<file path="src/rtl/merge_pkg.sv">
// Shared types for the merge tree output packer.
// Byte/word geometry, packer state and the buffered word record.
package merge_pkg;

    localparam int BYTE_W     = 8;
    localparam int WORD_BYTES = 4;

    typedef enum logic {
        IDLE = 1'b0,
        FILL = 1'b1
    } pk_state_t;

    typedef struct packed {
        logic [31:0] data;
        logic [2:0]  nbytes;
    } word_t;

endpackage

</file>
<file path="src/rtl/merge_word_fifo.sv">
// First-word-fall-through FIFO of packed words.
// Level comes from pointers carrying one extra wrap bit.
module merge_word_fifo
    import merge_pkg::*;
#(
    parameter int DEPTH = 8,
    localparam int AW = $clog2(DEPTH),
    localparam int LW = AW + 1
) (
    input  logic          clk,
    input  logic          rst_n,
    input  logic          push,
    input  word_t         wr,
    input  logic          pop,
    output word_t         rd,
    output logic [LW-1:0] level,
    output logic          full,
    output logic          empty
);

    word_t         mem [DEPTH];
    logic [LW-1:0] wp;
    logic [LW-1:0] rp;
    logic          do_pop;
    logic          do_push;

    assign level   = wp - rp;
    assign empty   = (wp == rp);
    assign full    = (level == LW'(DEPTH));
    assign do_pop  = pop & ~empty;
    // A full FIFO still takes a word when the head leaves this cycle.
    assign do_push = push & (~full | do_pop);
    assign rd      = empty ? '0 : mem[rp[AW-1:0]];

    always_ff @(posedge clk or negedge rst_n) begin
        if (!rst_n) begin
            wp <= '0;
            rp <= '0;
        end else begin
            if (do_push) wp <= wp + 1'b1;
            if (do_pop)  rp <= rp + 1'b1;
        end
    end

    always_ff @(posedge clk) begin
        if (do_push) mem[wp[AW-1:0]] <= wr;
    end

endmodule

</file>
<file path="src/rtl/merge_out_packer.sv">
// Packs the merge tree byte stream into 32-bit words for the host sink.
// Partial words leave on flush or idle timeout; dropped words are counted.
module merge_out_packer
    import merge_pkg::*;
#(
    parameter int FIFO_DEPTH    = 8,
    parameter int FLUSH_TIMEOUT = 16,
    parameter int AFULL_MARGIN  = 2,
    localparam int LW = $clog2(FIFO_DEPTH) + 1,
    localparam int TW = $clog2(FLUSH_TIMEOUT)
) (
    input  logic          i_clk,
    input  logic          i_rstn,
    input  logic          i_valid,
    input  logic [7:0]    i_data,
    output logic          o_ren,
    input  logic          i_flush,
    output logic          o_wvalid,
    input  logic          i_wready,
    output logic [31:0]   o_wdata,
    output logic [2:0]    o_wbytes,
    output logic [LW-1:0] o_level,
    output logic          o_overflow,
    output logic [15:0]   o_drop_cnt,
    input  logic          i_clr_ovf
);

    pk_state_t   state;
    logic [1:0]  idx;
    logic [23:0] lanes;
    logic [TW-1:0] timer;

    logic        push;
    logic        pop;
    logic        full;
    logic        empty;
    logic        drop;
    logic        tmo;
    logic [31:0] byte_sh;
    word_t       wr_word;
    word_t       rd_word;

    // Lanes above idx are always zero, so OR-ing the new byte in is safe.
    assign byte_sh = 32'(i_data) << {idx, 3'b000};
    assign wr_word.data   = {8'h00, lanes} | (i_valid ? byte_sh : 32'h0);
    assign wr_word.nbytes = {1'b0, idx} + {2'b00, i_valid};

    assign tmo  = (state == FILL) & ~i_valid
                & (timer == TW'(FLUSH_TIMEOUT - 1));
    assign push = (i_valid & (idx == 2'd3))
                | (i_flush & ((state == FILL) | i_valid))
                | tmo;

    assign pop  = o_wvalid & i_wready;
    assign drop = push & full & ~pop;

    always_ff @(posedge i_clk or negedge i_rstn) begin
        if (!i_rstn) begin
            state <= IDLE;
            idx   <= '0;
            lanes <= '0;
            timer <= '0;
        end else if (push) begin
            state <= IDLE;
            idx   <= '0;
            lanes <= '0;
            timer <= '0;
        end else if (i_valid) begin
            state <= FILL;
            idx   <= idx + 1'b1;
            lanes <= wr_word.data[23:0];
            timer <= '0;
        end else if (state == FILL) begin
            timer <= timer + 1'b1;
        end
    end

    always_ff @(posedge i_clk or negedge i_rstn) begin
        if (!i_rstn) begin
            o_overflow <= 1'b0;
            o_drop_cnt <= '0;
        end else if (i_clr_ovf) begin
            o_overflow <= drop;
            o_drop_cnt <= {15'd0, drop};
        end else if (drop) begin
            o_overflow <= 1'b1;
            if (o_drop_cnt != 16'hFFFF) o_drop_cnt <= o_drop_cnt + 1'b1;
        end
    end

    merge_word_fifo #(
        .DEPTH (FIFO_DEPTH)
    ) u_fifo (
        .clk   (i_clk),
        .rst_n (i_rstn),
        .push  (push),
        .wr    (wr_word),
        .pop   (pop),
        .rd    (rd_word),
        .level (o_level),
        .full  (full),
        .empty (empty)
    );

    assign o_wvalid = ~empty;
    assign o_wdata  = rd_word.data;
    assign o_wbytes = rd_word.nbytes;
    assign o_ren    = (o_level < LW'(FIFO_DEPTH - AFULL_MARGIN));

endmodule

</file>
<file path="config.mk">
export PLATFORM = sky130hd
export DESIGN_NAME = merge_out_packer
export DESIGN_NICKNAME = d
export VERILOG_FILES = /design/src/rtl/merge_pkg.sv /design/src/rtl/merge_word_fifo.sv /design/src/rtl/merge_out_packer.sv
export SDC_FILE = /design/constraint.sdc
export NUM_CORES = 1
export LEC_CHECK = 0
export CAP_MARGIN = 20
export CORE_MARGIN = 3
export CORE_UTILIZATION = 50
export CTS_CLUSTER_DIAMETER = 150
export DETAILED_ROUTE_END_ITERATION = 7
export HOLD_SLACK_MARGIN = 0.02
export PLACE_DENSITY = 0.68
export SYNTH_ARGS = -nofsm -noshare
export SYNTH_HDL_FRONTEND = slang
export SYNTH_SLANG_ARGS = --single-unit
</file>
<file path="constraint.sdc">
create_clock -name i_clk -period 7.1 [get_ports i_clk]
set_clock_uncertainty 0.15 [all_clocks]
set_input_delay 1.065 -clock i_clk [delete_from_list [all_inputs] [get_ports i_clk]]
set_output_delay 1.065 -clock i_clk [all_outputs]
set_load 0.02 [all_outputs]
</file>
== Word-level counts from Yosys, hierarchy flattened ==
Memory sizes are Yosys's and may differ from the RTL's.
Index checks and enable logic that the tools add are counted.

* Divide/modulo/power cells: 0
* Multiplexer cells: 18
* Bitwise logic cells: 18
* Add/sub/neg operators: 7
* Equality and inequality tests: 5
* Magnitude comparators: 1
* Multiply operators: 0
* Shifts and indexed selects: 1
* Reductions and logical operators: 5

{| class="wikitable"
|+ Operators with widths
! cell !! count
|-
| 2-to-1 mux 16 bit || 3
|-
| 2-to-1 mux 24 bit || 2
|-
| 2-to-1 mux 35 bit || 1
|-
| 2-to-1 mux 32 bit || 1
|-
| bitwise OR 24 x 32 -> 32 bit || 1
|-
| << shifter 8 x 5 -> 32 bit || 1
|-
| adder 16 x 1 -> 16 bit (second input constant) || 1
|-
| != test 16 bit (second input constant) || 1
|-
| adder 4 x 1 -> 4 bit (second input constant) || 3
|-
| 2-to-1 mux 4 bit || 3
|-
| AND 1 bit || 9
|-
| equality test 4 bit (second input constant) || 2
|-
| 2-to-1 mux 1 bit || 6
|-
| nonzero test 2 bit || 3
|-
| equality test 4 bit || 1
|-
| less-than comparator 4 x 3 -> 1 bit (second input constant) || 1
|-
| 2-to-1 mux 2 bit || 2
|-
| NOT 1 bit || 4
|-
| bitwise OR 1 bit || 4
|-
| subtractor 4 bit || 1
|-
| adder 2 x 1 -> 3 bit || 1
|-
| nonzero test 3 bit || 1
|-
| adder 2 x 1 -> 2 bit (second input constant) || 1
|-
| equality test 2 bit (second input constant) || 1
|-
| AND reduction 2 bit || 1
|}

* Bits of input ports: 14
* Memory bits (writable): 280
* Bits in read-only memories: 0
* Memories: 1
* Register bits after elaboration: 56
* Word-level logic and storage cells: 64
* Output and inout bits: 58
* Latch bits: 0

{| class="wikitable"
|+ Memory list
! memory !! depth !! bits a word !! rd ports !! clocked after memory_dff !! write ports !! line !! RTL
|-
| u_fifo.mem || 8 || 35 || 1 || 0 || 1 || merge_word_fifo.sv:21 || <nowiki>word_t mem [DEPTH];</nowiki>
|}

== Longest topological paths before layout ==
Gate-level depths: netlist of the first run.

* Depth in word-level cells: 8
* Gate-level depth with buffers: 11
* Gate-level depth less buffers: 8

== Cells and area by module ==
A second synthesis of the first run with hierarchy kept.

* Cells, all modules: 788
* Area, all modules: 13630.6 µm²

{| class="wikitable"
|+ By module, submodules not included
! module !! times used !! area each (µm²) !! sequential area each (µm²) !! cells each
|-
| merge_word_fifo || 1 || 11119.4 || 8608.3 || 541
|-
| merge_out_packer || 1 || 2511.2 || 1201.2 || 247
|}

== Worst setup path after synthesis of the first run ==
OpenSTA, ideal clock, no wires.

* Path kind: reg-to-reg
* Start: register u_fifo.rp[1]
* End: memory u_fifo.mem[0][0] (netlist name), enable pin
* Required time: 6.479 ns
* Arrival: 4.670 ns
* Setup slack: 1.810 ns
* Buffers on the path: 4
* Cell stages (with the launch flop): 12
* Clock period less this slack: 5.290 ns
* Setup time: 0.471 ns
* Cell sequence: dfrtp_1 > clkbuf_1 > clkbuf_1 > inv_1 > ha_1 > nand3b_1 > a21oi_1 > nand4b_4 > buf_6 > buf_2 > nand3b_1 > nor3_1

* Word-level cells in the longest chain between the ends: 8
* Elaborated cells between the ends (all ways): 11
* Those cells by class: 1 x add/sub; 2 x eq/ne; 2 x mux; 6 x bitwise

{| class="wikitable"
|+ RTL lines
! item !! line !! RTL
|-
| start: declaration || merge_word_fifo.sv:23 || <nowiki>logic [LW-1:0] rp;</nowiki>
|-
| start signal: assignment || merge_word_fifo.sv:41 || <nowiki>if (do_pop) rp <= rp + 1'b1;</nowiki>
|-
| parallel branches: the longest is 4 deep, another holds subtractor 4 bit || n/a ||
|-
| bitwise OR 1 bit (*) || merge_word_fifo.sv:32 || <nowiki>assign do_push = push & (~full | do_pop);</nowiki>
|-
| AND 1 bit (*) || merge_word_fifo.sv:32 ||
|-
| 2-to-1 mux 1 bit (*) || merge_word_fifo.sv:46 || <nowiki>if (do_push) mem[wp[AW-1:0]] <= wr;</nowiki>
|-
| 2-to-1 mux 1 bit (not written as such) (*) || merge_word_fifo.sv:46 ||
|-
| end: declaration || merge_word_fifo.sv:21 ||
|}

Every way passes the cells marked *.

== Worst setup path after layout of the first run ==
* Start: register u_fifo.rp[0]
* End: output o_wdata[27]

* Word-level cells in the longest chain between the ends: 2
* Elaborated cells between the ends (all ways): 3
* Those cells by class: 1 x eq/ne; 1 x mux; 1 x memory

{| class="wikitable"
|+ RTL lines
! item !! line !! RTL
|-
| memory read (8 x 35 bit) / equality test 4 bit (equally long branches) || n/a ||
|-
| 2-to-1 mux 35 bit (*) || merge_word_fifo.sv:33 || <nowiki>assign rd = empty ? '0 : mem[rp[AW-1:0]];</nowiki>
|-
| end: declaration || merge_out_packer.sv:20 || <nowiki>output logic [31:0] o_wdata,</nowiki>
|}

Every way passes the cells marked *; elsewhere a longest branch is shown, timed or not.

==> run_results.csv, run 1 <==
group,metric,value,unit
run_status,status,"finished, final reports clean",
detailed_routing,routedWlPerCell,23.8,um
grt,antenna_found_initial,0,
grt,globalRouteMet3Util,0.0298,
floorplan,floorplan.initialDensity,0.515,
floorplan,number_of_top_level_pins,72,
place,place_worst_setup_slack,2.63,ns
floorplan,fp.dieH,171,um
setup_path,worst_r2r_endpoint,"u_fifo.mem[5][28]",
synth,synth-edff-count,280,
synth,synth_cell_type_count,48,
synth,synth-async-reset-ratio,0.167,
place,port-buffer-count,71,
detailed_routing,route.antenna.remaining_nets,0,
sta,timing.fmax,0.211,GHz
setup_path,timing.critical_path.to_type,"output pin",
setup_path,worst_path_maximum_fanout,45,
detailed_routing,detail_route.first_pass.iterations,5,
synth,synthDominantAreaCellType,"edfxtp_1",
sta,drv_slew,0,
grt,grt_max_degree,75,
synth,synthesis.yosys.warnings,0,
place,dpl.hpwl,16800,um
layout,finish.net_count,898,
clock_network,clock-root-buffer,"clkbuf_16",
flow_run,cap_violations,0,
clock_network,cts_num_sinks,336,
clock_network,tritoncts_clock_tree,"built",
setup_path,timing.reg2reg.setup_slack,3.06,ns
floorplan,std_cell_rows,59,
detailed_routing,routed-via-count,7312,
hold_path,timing.hold.worst.class,"flip-flop to flip-flop",
sta,timing.slew.headroom,0.387,
synth,synth_top_cells_by_count,"edfxtp_1 (280), nand2_1 (84), mux4_2 (70)",
pwr,vdd_drop_max,0.211,mV
synth,synthesis.instances,786,
detailed_routing,drt_drc_violations_left,0,
grt,track_usage,0.207,
clock_network,post-cts-setup-buffers,0,
grt,grt_most_used_layer,"met2",
sta,count_of_final_hold_check_violations,0,
clock_network,cts.reportedPaths.clkPinSlew,0.06,ns
synth,synth.net_count,811,
synth,ys.flop_type,"edfxtp_1",
place,final_weighted_congestion_in_routability_driven_placement,0.750,
detailed_routing,routed_wirelength,29400,um
pwr,power_density,423,mW/mm2
floorplan,die_x,171,um
synth,synth_seq_area_share,0.723,
sta,finalSetupViolCount,0,
clock_network,clkLatencyLatePin,0.51,ns
synth,synth_area,0.0136,mm2
clock_network,post_cts_resized,0,
synth,synth_top_area_frac,0.620,
layout,insertedDiodeCount,0,
layout,num-fill-cells,1861,
setup_path,path_class,"flip-flop to output pin",
setup_path,worstSetupEndpoint,"o_wdata[27]",
clock_network,cts_made_buffers,35,
setup_path,worst_ep_arrival_time,3.53,ns
layout,drive_gt1_frac,0.182,
setup_path,start_kind,"flip-flop",
sta,fin_crit,4.74,ns
clock_network,h-tree-depth,2,
setup_path,reg2reg_from,"u_fifo.rp[0]",
layout,syn_to_final_growth,17.7,%
synth,number_of_flip_flops_and_latches_in_the_synthesized_netlist,336,
synth,postSynthAreaPerCell,17.3,um2
floorplan,die_area,0.0291,mm2
grt,global_route.usage.met2,0.358,
sta,worst_slew_pin_tran,0.918,ns
clock_network,clock_path_buffers,3,
synth,yosys-top-cells-area,"edfxtp_1 (62%), mux4_2 (12%), dfrtp_1 (10%), nand2_1 (2.3%), a21oi_1 (1.8%)",
detailed_routing,post_drt_via_cell_ratio,5.93,
setup_path,critical_path_required,5.88,ns
detailed_routing,detail_route.iter0.violations,593,
clock_network,cts_hold_buf,0,
sta,fin_setup_tns,0,ns
setup_path,setup.worst_path.start,"u_fifo.rp[0]",
sta,grt_setup_unrepaired,"false",
pwr,totalPowerFinal,6.76,mW
sta,setup_ws,2.36,ns
sta,finalCritPeriodShare,0.668,
setup_path,rr_worst_depth,8,
pwr,leakagePower,5.74,nW
synth,synthMostInstantiatedCell,"edfxtp_1",
grt,grt_pass1_wl,45500,um
grt,gr-total-overflow,0,
grt,via_count_of_the_first_global_routing_pass,7616,
grt,grt_util_met1,0.276,
floorplan,core-area,0.0264,mm2
-- power breakdown --
part,internal [mW],switching (mW),leakage [nW]
sequential,2.41,0.127,3.37
combinational,1.09,1.34,1.81
clock,1.06,0.735,0.565
total,4.56,2.20,5.74
-- layout make-up --
cell class              instances  area [um2]  area share
clock buffers                  46         988      0.0619
repair buffers                 88         953      0.0597
flip-flops and latches        336        9810       0.615
multi-input cells             398        3590       0.225
well taps                     335         419      0.0262
clock inverters                17         151     0.00948
inverters                      14        52.6     0.00329
-- sequential cells by signal, indices dropped and copies added (netlist names) --
signal	flops
u_fifo.wp	4
timer	4
u_fifo.rp	4
state	1
lanes	24
o_overflow	1
u_fifo.mem	280
idx	2
o_drop_cnt	16
-- critical path: stages, from the launching register on --
cell,delay (ns)
dfrtp_4,0.81
buf_4,0.81
mux4_2,0.60
nand2_1,0.08
a21oi_1,0.09
clkdlybuf4s50_1,0.56
-- layer usage --
layer	routed length (um)	part of all wire	vias to the layer above
met1	12200	0.41	3813
met5	0	0	-
li1	-	-	3224
met3	1430	0.049	48
met2	15200	0.52	227
met4	587	0.020	0
-- cell usage in the layout, fill, tap and decap left out, types with 3 or more instances in the layout --
cell type / count
edfxtp_1: 280
nand2_1: 84
mux4_2: 70
clkdlybuf4s50_1: 70
dfrtp_1: 54
a21oi_1: 49
clkbuf_16: 36
and2_1: 31
a21o_1: 24
nor2_1: 21
nand3_1: 17
inv_1: 13
buf_4: 11
nor2b_1: 10
ha_1: 10
clkinv_1: 6
nor2_4: 6
nor4_1: 6
o31ai_1: 6
mux2_2: 6
xnor2_1: 6
clkinv_2: 6
buf_16: 6
nand2b_1: 5
or4_1: 5
clkbuf_8: 5
clkbuf_1: 5
nand3b_1: 4
and3_1: 4
nor3_1: 4
mux2_1: 4
nand4_1: 3
-- how the worst min path moves through the flow --
stage,startpoint,to,slack (ns),cells past startpoint
floorplan,lanes[21],lanes[21],0.33,2
global placement,lanes[21],lanes[21],0.35,2
detailed placement,lanes[21],lanes[21],0.35,2
CTS,lanes[21],lanes[21],0.37,2
global route,lanes[21],lanes[21],0.40,2
finish,lanes[21],lanes[21],0.37,2
-- stage by stage --
step / util / cells / hold slack, ns / area [um2]
after CTS: 0.603 / 1231 / 0.370 / 15900
final: 0.606 / 1234 / 0.371 / 16000
after global placement: 0.556 / 1165 / 0.352 / 14700
after detailed placement: 0.560 / 1168 / 0.355 / 14700
after floorplan: - / 786 / 0.328 / 13600
after global routing: 0.606 / 1234 / 0.403 / 16000
-- cells by family (layout without fill, tap and decap cells) --
family / after synthesis / count (layout) / share of synthesized area
AO/OA/AOI/OAI: 89 / 89 / 0.0421
XOR/XNOR: 9 / 9 / 0.00636
adder cells (fa/ha/maj): 11 / 11 / 0.0107
buffers and inverters: 52 / 165 / 0.0163
flip-flops: 336 / 336 / 0.723
multiplexers: 81 / 81 / 0.125
AND/OR/NAND/NOR: 208 / 208 / 0.0763
Note: power is estimated with default switching activity, not from simulation.
==> inputs of run 2 (changes only) <==
--- a/config.mk
+++ b/config.mk
@@ -11,7 +11,7 @@
 export CTS_CLUSTER_DIAMETER = 150
 export DETAILED_ROUTE_END_ITERATION = 7
 export HOLD_SLACK_MARGIN = 0.02
-export PLACE_DENSITY = 0.68
+export PLACE_DENSITY = 0.71
 export SYNTH_ARGS = -nofsm -noshare
 export SYNTH_HDL_FRONTEND = slang
 export SYNTH_SLANG_ARGS = --single-unit
==> constraint.sdc (replaced) <==
create_clock -name i_clk -period 4.3 [get_ports i_clk]
set_clock_uncertainty 0.15 [all_clocks]
set_input_delay 0.645 -clock i_clk [delete_from_list [all_inputs] [get_ports i_clk]]
set_output_delay 0.645 -clock i_clk [all_outputs]
set_load 0.02 [all_outputs]
==> run 2 against run 1 <==
Utilization up 0.11 points. Setup slack worse by 1.8 ns. First-iteration DRC count up 7.6%. Largest cell class unchanged. Largest power group unchanged.
==> run_results.csv, run 2 (synthesized netlist as in run 1, its figures left out) <==
group,metric,value,unit
clock_network,tritoncts_clock_tree,"built",
clock_network,clkLatencyLatePin,0.52,ns
place,port-buffer-count,71,
place,dpl.hpwl,16300,um
detailed_routing,post_drt_via_cell_ratio,5.84,
floorplan,floorplan.initialDensity,0.515,
layout,syn_to_final_growth,17.9,%
detailed_routing,drt_drc_violations_left,0,
detailed_routing,routedWlPerCell,22.6,um
floorplan,std_cell_rows,59,
pwr,power_density,702,mW/mm2
setup_path,timing.critical_path.to_type,"output pin",
detailed_routing,routed-via-count,7260,
place,final_weighted_congestion_in_routability_driven_placement,0.743,
clock_network,clock-root-buffer,"clkbuf_16",
hold_path,timing.hold.worst.class,"input port to asynchronous set/reset pin",
clock_network,post_cts_resized,0,
clock_network,h-tree-depth,2,
sta,finalSetupViolCount,0,
detailed_routing,route.antenna.remaining_nets,0,
setup_path,start_kind,"flip-flop",
sta,drv_slew,0,
grt,via_count_of_the_first_global_routing_pass,7369,
sta,count_of_final_hold_check_violations,0,
clock_network,cts_hold_buf,0,
setup_path,worst_path_maximum_fanout,14,
sta,fin_crit,3.78,ns
floorplan,die_area,0.0291,mm2
layout,insertedDiodeCount,0,
setup_path,worst_ep_arrival_time,2.98,ns
layout,post-route-cell-area,0.0160,mm2
floorplan,core-area,0.0264,mm2
sta,timing.fmax,0.265,GHz
run_status,status,"finished, final reports clean",
pwr,vdd_drop_max,0.563,mV
detailed_routing,detail_route.first_pass.iterations,7,
clock_network,post-cts-setup-buffers,0,
sta,grt_setup_unrepaired,"false",
clock_network,cts.reportedPaths.clkPinSlew,0.06,ns
sta,timing.slew.headroom,0.418,
layout,drive_gt1_frac,0.187,
grt,antenna_found_initial,0,
floorplan,number_of_top_level_pins,72,
layout,finish.net_count,907,
floorplan,die_x,171,um
grt,grt_max_degree,75,
layout,mostFrequentLayoutCells,"edfxtp_1 (280), nand2_1 (84), mux4_2 (70), clkdlybuf4s50_1 (70), dfrtp_1 (54)",
pwr,leakagePower,5.78,nW
setup_path,path_class,"flip-flop to output pin",
detailed_routing,routed_wirelength,28100,um
grt,track_usage,0.198,
clock_network,cts_made_buffers,36,
grt,grt_pass1_wl,43800,um
layout,mostFrequentLayoutCell,"edfxtp_1",
sta,worst_slew_pin_tran,0.870,ns
clock_network,cts_num_sinks,336,
sta,finalCritPeriodShare,0.878,
setup_path,critical_path_required,3.50,ns
layout,largest_register_ff_count,280,
layout,finalNonFillerCells,1243,
place,dp_cells,1179,
floorplan,fp.dieH,171,um
flow_run,cap_violations,0,
grt,gr-total-overflow,0,
clock_network,clock_path_buffers,3,
detailed_routing,detail_route.iter0.violations,638,
place,place_area,0.0148,mm2
setup_path,rr_worst_depth,9,
[run 2: cell type report]
cell class | instances | area, um2
Clock inverter | 16 | 215
Timing Repair Buffer | 96 | 918
Clock buffer | 48 | 976
Fill cell | 1927 | 10400
Sequential cell | 336 | 9810
Inverter | 14 | 52.6
Tap cell | 335 | 419
Multi-Input combinational cell | 398 | 3600
[run 2: power breakdown]
| group | switching [mW] | internal (mW) |
|---|---|---|
| clock | 1.22 | 1.85 |
| sequential | 0.136 | 3.97 |
| combinational | 2.27 | 1.78 |
| total | 3.62 | 7.60 |
[run 2: layer usage]
metal	vias up	GRT usage	share of wire
li1	3242	-	-
met1	3743	0.282	0.43
met2	230	0.319	0.49
met3	45	0.0390	0.057
met4	0	0.0547	0.022
met5	-	0	0
[run 2: final timing paths]
kind / from / to / slack, ns
min in group i_clk: u_fifo.rp[3] / u_fifo.rp[3] / 0.37
hold / removal: i_rstn / lanes[8] / 0.08
setup / recovery: u_fifo.wp[0] / o_wdata[30] / 0.52
max in group asynchronous: i_rstn / o_drop_cnt[6] / 3.06
hold reg to reg: u_fifo.rp[3] / u_fifo.rp[3] / 0.37
setup reg to reg: u_fifo.wp[0] / u_fifo.mem[0][11] / 0.87
[run 2: worst max-delay path: stages (launching register included)]
cell and delay (ns):
dfrtp_1 0.56, inv_1 0.13, ha_1 0.32, nand3_1 0.15, nor2_4 0.38, buf_4 0.30, a21oi_1 0.08, clkdlybuf4s50_1 0.54
[run 2: through the flow]
step	total power [mW]	utilization	worst slack, ns	hold WS (ns)	TNS (ns)
after CTS	11.4	0.607	0.422	0.105	0
final	11.2	0.607	0.524	0.0754	0
after detailed placement	8.28	0.562	0.811	0.358	0
after floorplan	6.67	-	-0.0582	0.199	-8.22
after global routing	11.8	0.607	0.300	0.135	0
after global placement	8.25	0.562	0.904	0.352	0
==> inputs of run 3 (changes only) <==
--- a/config.mk
+++ b/config.mk
@@ -7,11 +7,11 @@
 export LEC_CHECK = 0
 export CAP_MARGIN = 20
 export CORE_MARGIN = 3
-export CORE_UTILIZATION = 50
+export CORE_UTILIZATION = 54
 export CTS_CLUSTER_DIAMETER = 150
 export DETAILED_ROUTE_END_ITERATION = 7
 export HOLD_SLACK_MARGIN = 0.02
-export PLACE_DENSITY = 0.71
+export PLACE_DENSITY = 0.76
 export SYNTH_ARGS = -nofsm -noshare
 export SYNTH_HDL_FRONTEND = slang
 export SYNTH_SLANG_ARGS = --single-unit
==> run 3 against run 2 <==
Sequential cell count unchanged. Combinational power shrank 1%. Global-route usage rose by 1.6 points. Power decreased by 1.6%. Critical path depth did not move. Die area is 7.1% lower. Maximum frequency rose by 0.28%. Register-to-register slack lost 0.18 ns. Via count is 1.2% higher. Largest power group unchanged.
==> run_results.csv, run 3 (synthesized netlist as in run 1, its figures left out) <==
group,metric,value,unit
clock_network,clock_path_buffers,3,
sta,finalCritPeriodShare,0.876,
sta,fin_crit,3.77,ns
floorplan,fp.dieH,165,um
clock_network,cts_num_sinks,336,
place,dp_cells,1161,
place,dpl.hpwl,16000,um
setup_path,start_kind,"flip-flop",
sta,finalSetupViolCount,0,
clock_network,clock-root-buffer,"clkbuf_16",
layout,drive_gt1_frac,0.182,
floorplan,floorplan.initialDensity,0.553,
grt,via_count_of_the_first_global_routing_pass,7466,
detailed_routing,detail_route.iter0.violations,561,
layout,largest_register_ff_count,280,
flow_run,cap_violations,0,
sta,final.hold.worst_slack,0.128,ns
sta,count_of_final_hold_check_violations,0,
grt,gr-total-overflow,0,
sta,timing.fmax,0.266,GHz
detailed_routing,routed_wirelength,27900,um
grt,antenna_found_initial,0,
layout,mostFrequentLayoutCell,"edfxtp_1",
layout,insertedDiodeCount,0,
setup_path,timing.critical_path.slowest_cell_delay,0.67,ns
layout,finalNonFillerCells,1223,
detailed_routing,routedWlPerCell,22.8,um
setup_path,path_class,"flip-flop to output pin",
layout,syn_to_final_growth,17.4,%
clock_network,clkLatencyLatePin,0.51,ns
setup_path,worst_path_maximum_fanout,36,
detailed_routing,detail_route.first_pass.iterations,5,
pwr,leakagePower,5.73,nW
clock_network,cts.reportedPaths.clkPinSlew,0.06,ns
run_status,status,"finished, final reports clean",
clock_network,post_cts_resized,0,
layout,mostFrequentLayoutCells,"edfxtp_1 (280), nand2_1 (84), mux4_2 (70), clkdlybuf4s50_1 (70), dfrtp_1 (54)",
sta,worst_slew_pin_tran,0.962,ns
sta,drv_slew,0,
place,final_weighted_congestion_in_routability_driven_placement,0.758,
detailed_routing,post_drt_via_cell_ratio,6.01,
detailed_routing,drt_drc_violations_left,0,
setup_path,worst_ep_arrival_time,2.97,ns
floorplan,std_cell_rows,57,
clock_network,h-tree-depth,2,
detailed_routing,routed-via-count,7347,
floorplan,core-area,0.0245,mm2
place,place_worst_setup_slack,0.577,ns
clock_network,post-cts-setup-buffers,0,
pwr,vdd_drop_max,0.551,mV
clock_network,cts_made_buffers,34,
floorplan,die_x,165,um
grt,track_usage,0.215,
detailed_routing,route.antenna.remaining_nets,0,
clock_network,tritoncts_clock_tree,"built",
pwr,power_density,694,mW/mm2
setup_path,timing.critical_path.to_type,"output pin",
sta,timing.slew.headroom,0.357,
floorplan,number_of_top_level_pins,72,
setup_path,critical_path_required,3.50,ns
floorplan,die_area,0.0271,mm2
setup_path,crit_path_cell_trace,"inv_1 -> ha_1 -> nand3_1 -> nor2_4 -> buf_4 -> a21oi_1 -> clkdlybuf4s50_1",
grt,grt_max_degree,74,
setup_path,slowest_stage,"clkdlybuf4s50_1",
grt,grt_pass1_wl,43600,um
setup_path,cpLargestDelayFamily,"buffers and inverters",
clock_network,cts_hold_buf,0,
sta,setup_ws,0.534,ns
hold_path,timing.hold.worst.class,"input port to asynchronous set/reset pin",
setup_path,critical_path_buf_inv_count,3,
sta,grt_setup_unrepaired,"false",
layout,finish.net_count,898,
place,port-buffer-count,71,
[run 3: area by class of cell]
cell class,instances,area [um2]
clock buffer,45,997
clock inverter,17,135
fill,1701,8610
inverter,14,52.6
multi-input combinational,398,3600
sequential,336,9810
tap,324,405
timing repair buffer,89,916
[run 3: per-stage QoR]
| stage | cell area (um2) | util | TNS (ns) | power [mW] |
|---|---|---|---|---|
| global route | 15900 | 0.649 | 0 | 11.6 |
| CTS | 15900 | 0.649 | 0 | 11.2 |
| global placement | 14800 | 0.603 | 0 | 8.18 |
| floorplan | 13600 | - | -8.22 | 6.67 |
| detailed placement | 14800 | 0.603 | 0 | 8.23 |
| finish | 15900 | 0.649 | 0 | 11.0 |
[run 3: worst paths after layout]
| kind | startpoint | end | slack [ns] | depth (start not counted) |
|---|---|---|---|---|
| min reg2reg | u_fifo.rp[3] | u_fifo.rp[3] | 0.37 | 1 |
| min in group i_clk | u_fifo.rp[3] | u_fifo.rp[3] | 0.37 | 1 |
| max reg2reg | u_fifo.wp[0] | u_fifo.mem[1][18] | 0.69 | 9 |
| max in group asynchronous | i_rstn | lanes[7] | 3.00 | 2 |
| max | u_fifo.wp[0] | o_wbytes[0] | 0.53 | 7 |
| min | i_rstn | o_drop_cnt[5] | 0.13 | 1 |
[run 3: layer usage]
metal,global-route usage,share of wire,vias to the layer above
met4,0.0694,0.027,0
met5,0,0,-
li1,-,-,3229
met2,0.356,0.50,242
met1,0.296,0.41,3815
met3,0.0354,0.057,61
[run 3: power breakdown]
| group | switching [mW] | leakage, nW | internal (mW) | total, mW |
|---|---|---|---|---|
| sequential | 0.150 | 3.37 | 3.97 | 4.12 |
| clock | 1.17 | 0.560 | 1.76 | 2.92 |
| combinational | 2.23 | 1.80 | 1.78 | 4.00 |
